File: src/rtl/llsc_ctrl.sv
`default_nettype none
// ============================================================================
// Module   : llsc_ctrl
// Purpose  : LL/SC reservation controller at the MEM/WB boundary. Tracks one
//            reservation, resolves SC outcome, drives CP0 LLbit/LLAddr.
//            Optional reservation timeout: define LLSC_TIMEOUT_EN.
// Revision : 1.0 - initial release
// ============================================================================
module llsc_ctrl #(
  parameter int ADDR_W   = 32,
  parameter int GRAN_LSB = 2,
  parameter int TIMEOUT  = 255
) (
  input  logic              clk,
  input  logic              rst,
  input  logic              flush,
  input  logic              stall,
  input  logic              mem_ll_i,
  input  logic              mem_sc_i,
  input  logic [ADDR_W-1:0] mem_addr_i,
  input  logic              snoop_we_i,
  input  logic [ADDR_W-1:0] snoop_addr_i,
  output logic              sc_ok_o,
  output logic              llbit_o,
  output logic [ADDR_W-1:0] lladdr_o
);

  typedef enum logic [1:0] {
    IDLE    = 2'd0,
    LL_PEND = 2'd1,
    RESV    = 2'd2
  } state_t;

  // Granule mask: compare only the address bits above GRAN_LSB.
  localparam logic [ADDR_W-1:0] GMASK = {ADDR_W{1'b1}} << GRAN_LSB;

  state_t state, state_next;
  logic   sc_acc, ll_acc, mem_match, snoop_match, snoop_hit, timeout_hit;

  assign sc_acc      = mem_sc_i & ~stall & ~flush;
  assign ll_acc      = mem_ll_i & ~mem_sc_i & ~stall & ~flush;
  assign mem_match   = ((mem_addr_i ^ lladdr_o) & GMASK) == '0;
  assign snoop_match = ((snoop_addr_i ^ lladdr_o) & GMASK) == '0;
  assign snoop_hit   = snoop_we_i & snoop_match & (state != IDLE);
  assign sc_ok_o     = sc_acc & ((state == RESV) | (state == LL_PEND))
                     & mem_match & ~snoop_hit;

`ifdef LLSC_TIMEOUT_EN
  localparam int CNT_RAW = $clog2(TIMEOUT + 1);
  localparam int CNT_W   = (CNT_RAW < 8) ? 8 : ((CNT_RAW > 16) ? 16 : CNT_RAW);

  logic [CNT_W-1:0] cnt;

  assign timeout_hit = (state == RESV) && (cnt == CNT_W'(TIMEOUT));

  always_ff @(posedge clk or negedge rst) begin
    if (!rst) begin
      cnt <= '0;
    end else if (state != RESV && state_next == RESV) begin
      cnt <= '0;
    end else if (state == RESV && state_next == RESV && !stall) begin
      cnt <= cnt + 1'b1;
    end
  end
`else
  logic [31:0] timeout_unused;
  assign timeout_unused = 32'(TIMEOUT);
  assign timeout_hit    = 1'b0;
`endif

  always_comb begin
    state_next = state;
    if (flush) begin
      state_next = IDLE;
    end else if (sc_acc) begin
      state_next = IDLE;
    end else if (ll_acc) begin
      state_next = LL_PEND;
    end else if (snoop_hit) begin
      state_next = IDLE;
    end else if (state == LL_PEND) begin
      state_next = RESV;
    end else if (timeout_hit) begin
      state_next = IDLE;
    end
  end

  // lladdr_o is CP0-readable, so only an accepted LL may change it.
  always_ff @(posedge clk or negedge rst) begin
    if (!rst) begin
      state    <= IDLE;
      llbit_o  <= 1'b0;
      lladdr_o <= '0;
    end else begin
      state   <= state_next;
      llbit_o <= (state_next == RESV);
      if (ll_acc) begin
        lladdr_o <= mem_addr_i;
      end
    end
  end

endmodule
`default_nettype wire
File: config.mk
export PLATFORM = sky130hd
export DESIGN_NAME = llsc_ctrl
export DESIGN_NICKNAME = d
export VERILOG_FILES = /design/src/rtl/llsc_ctrl.sv
export SDC_FILE = /design/constraint.sdc
export NUM_CORES = 1
export LEC_CHECK = 0
export BUFFER_PORTS_ARGS = -buffer_cell sky130_fd_sc_hd__buf_2
export CELL_PAD_IN_SITES_DETAIL_PLACEMENT = 1
export CELL_PAD_IN_SITES_GLOBAL_PLACEMENT = 1
export CORE_AREA = 5 5 78 87
export DETAILED_ROUTE_END_ITERATION = 8
export DIE_AREA = 0 0 83 92
export GPL_ROUTABILITY_DRIVEN = 0
export PLACE_DENSITY_LB_ADDON = 0.1
export REMOVE_ABC_BUFFERS = 1
export SYNTH_ARGS = -nofsm -noshare
export SYNTH_HDL_FRONTEND = slang
export SYNTH_SLANG_ARGS = --single-unit
File: constraint.sdc
create_clock -name clk -period 3.3 [get_ports clk]
set_input_delay 0.33 -clock clk [delete_from_list [all_inputs] [get_ports clk]]
set_output_delay 0.33 -clock clk [all_outputs]
set_load 0.1 [all_outputs]
==> impl_metrics.toml <==
[route]
vias_per_cell = 4.73
wl_per_cell_um = 15.4
via_count = 1654
drc = 0
first_pass_iters = 2
ant_nets = 0
totalWireLength_um = 5390
drt_iter0_markers = 23

[timing]
hold_ws_ps = 119
setup_violations = 0
worst_slew_pin_slew_ps = 809
slew_violations = 0
finalHoldViolations = 0
max-slew-margin-rel_pct = 46.1
period_minus_slack_ps = 2780
fin_skew_ps = 3.79
finalWorstSetupSlack_ps = 524
max_freq_mhz = 360
fin_crit_sh_pct = 84.1
rsz0062_at_grt = "no"

[grt]
grt_util_met2_pct = 25.9
use_met3_pct = 4.66
busiest_layer = "met2"
grt_pass1_wl_um = 8850
track_usage_pct = 14.5
grt_max_degree = 36
grt_overflow = 0
antenna_found_initial = 0
grtUsageMet1_pct = 16.6
first_global_vias = 1819

[floorplan]
dieArea_sq_um = 7640
die_x_um = 83
rows = 29
fp.coreArea_sq_um = 5730
die_height_um = 92
start_util_pct = 35.2
io_pins = 105

[placed_design]
io_buffer_count = 102
dp_cells = 342
dpl_worst_slack_ps = 781
dp_hpwl_um = 4400
place_area_sq_um = 2630

[synth]
synthTopCellsByArea = "dfrtp_1 43%, mux2_2 18%, xnor2_1 13%, xor2_1 13%, nand4_1 3.1%"
synth_seq_cells = 35
synth_top_area_cell = "dfrtp_1"
yosysWarnings = 0
syn_area_per_cell_sq_um = 12.2
synthCells = 165
ys_seq_area_share_pct = 43.4
yosys.cell_types.count = 18
netlist.area_leader.share_pct = 43.4
synth_area_sq_um = 2020

[status]
outcome = "completed"

[finish]
nFillCells = 681
fin_util_pct = 47.3
final_common_cell = "buf_2"
instances_no_fill = 350
drive_gt1_share_pct = 53.1
multi_input_area_sq_um = 1120
final_area_sq_um = 2710
antennaDiodeCount = 0
final_net_count = 345
syn2layout_area_growth_pct = 34.3
register_area_sq_um = 876
final_cell_mix = "102 x buf_2, 35 x dfrtp_1, 32 x mux2_2, 30 x xor2_1, 30 x xnor2_1"

[clocking]
post_cts_resized = 0
hold_buffers = 0
clk_latency_ps = 280
htreeDepth = 2
cts_sinks = 35
cts_tree = "built"
cts_max_path_buffers = 2
cts-root-buf = "clkbuf_8"
cts_made_buffers = 5
clkSlewWorstSetupHoldPaths_ps = 70
post_cts_buffers = 0

[setup_path]
path_max_fanout = 3
critPathMaxStageDelay_ps = 490
cp.required_ps = 2970
crit_top_cell = "nor4_1"
worstPathArrival_ps = 2450
cp-start-kind = "register"
path_cells = "inv_1 > ha_1 > nand3b_1 > or4_4 > nor4_1 > nor4_1 > buf_2"
critical_path.slowest_cell = "or4_4"
reg2reg_depth = 6
end_kind = "output port"
crit_type = "register to output port"

[power_and_ir_drop]
power_density_nw_per_um2 = 740
ir_drop_mv = 0.327
p_leak_nw = 1.28

[flow_run]
maxCapViolCount = 0

[min_path]
hold_class = "input port to asynchronous set/reset pin"
## metal layers
layer	wire (um)	vias to the layer above
li1	-	790
met3	308	6
met1	2170	806
met2	2850	52
met5	0	-
met4	63	0
## stage by stage
stage	TNS (ps)	power, W
2_1_floorplan	-1470	0.00150
3_3_place_gp	0	0.00172
3_5_place_dp	0	0.00173
4_1_cts	0	0.00204
5_1_grt	0	0.00211
6_report	0	0.00201
## power breakdown
part	leakage, nW	total, W	internal [W]	switching (W)
Combinational	0.810	0.00108	0.000263	0.000818
Sequential	0.426	0.000627	0.000516	0.000111
Clock	0.0477	0.000298	0.000144	0.000154
Total	1.28	0.00201	0.000923	0.00108
## cells in the mapped netlist
master / n
dfrtp_1: 35
nor3_1: 2
nand3b_1: 1
o21ba_1: 1
nand4_1: 10
xor2_1: 30
or4_4: 1
inv_1: 3
a21o_1: 1
xnor2_1: 30
or3_1: 1
buf_2: 3
nor4_1: 9
o41a_1: 1
nor4b_2: 1
nor2_1: 2
ha_1: 2
mux2_2: 32
## logic make-up after synthesis
family,Yosys count,share of synthesized area (%)
XOR/XNOR,60,26.0
flip-flops,35,43.4
multiplexers,32,17.9
AND/OR/NAND/NOR,27,8.74
buffers and inverters,6,1.30
AO/OA/AOI/OAI,3,1.43
adder cells (fa/ha/maj),2,1.24
## critical path, delay by kind of cell, from the launching register on
kind | cells | cell delay (ps)
flip-flops | 1 | 350
adder cells (fa/ha/maj) | 1 | 200
AND/OR/NAND/NOR | 4 | 1240
buffers and inverters | 2 | 370
## flip-flops by register name, summed over array words and instances, names as in the netlist
register  flops
lladdr_o     32
state         2
llbit_o       1
## final cells by class
| type | instances | share of cell area, % |
|---|---|---|
| clock buffers | 5 | 2.54 |
| clock inverters | 3 | 0.554 |
| inverters | 3 | 0.416 |
| multi-input cells | 124 | 41.5 |
| flip-flops and latches | 35 | 32.3 |
| well taps | 77 | 3.55 |
| repair buffers | 103 | 19.1 |
## path summary, 6_finish.rpt
| kind | from | slack [ps] | to |
|---|---|---|---|
| max in group asynchronous | rst | 2650 | lladdr_o[15]$_DFFE_PN0P_ |
| worst min-delay path | rst | 120 | lladdr_o[17]$_DFFE_PN0P_ |
| worst max-delay path | state[0]$_DFF_PN0_ | 520 | sc_ok_o |
| worst max register to register | state[0]$_DFF_PN0_ | 1350 | llbit_o$_DFF_PN0_ |
| min in group clk | mem_addr_i[0] | 270 | lladdr_o[0]$_DFFE_PN0P_ |
| worst min register to register | lladdr_o[0]$_DFFE_PN0P_ | 510 | lladdr_o[0]$_DFFE_PN0P_ |
No activity file was read; power rests on OpenSTA's default activity.
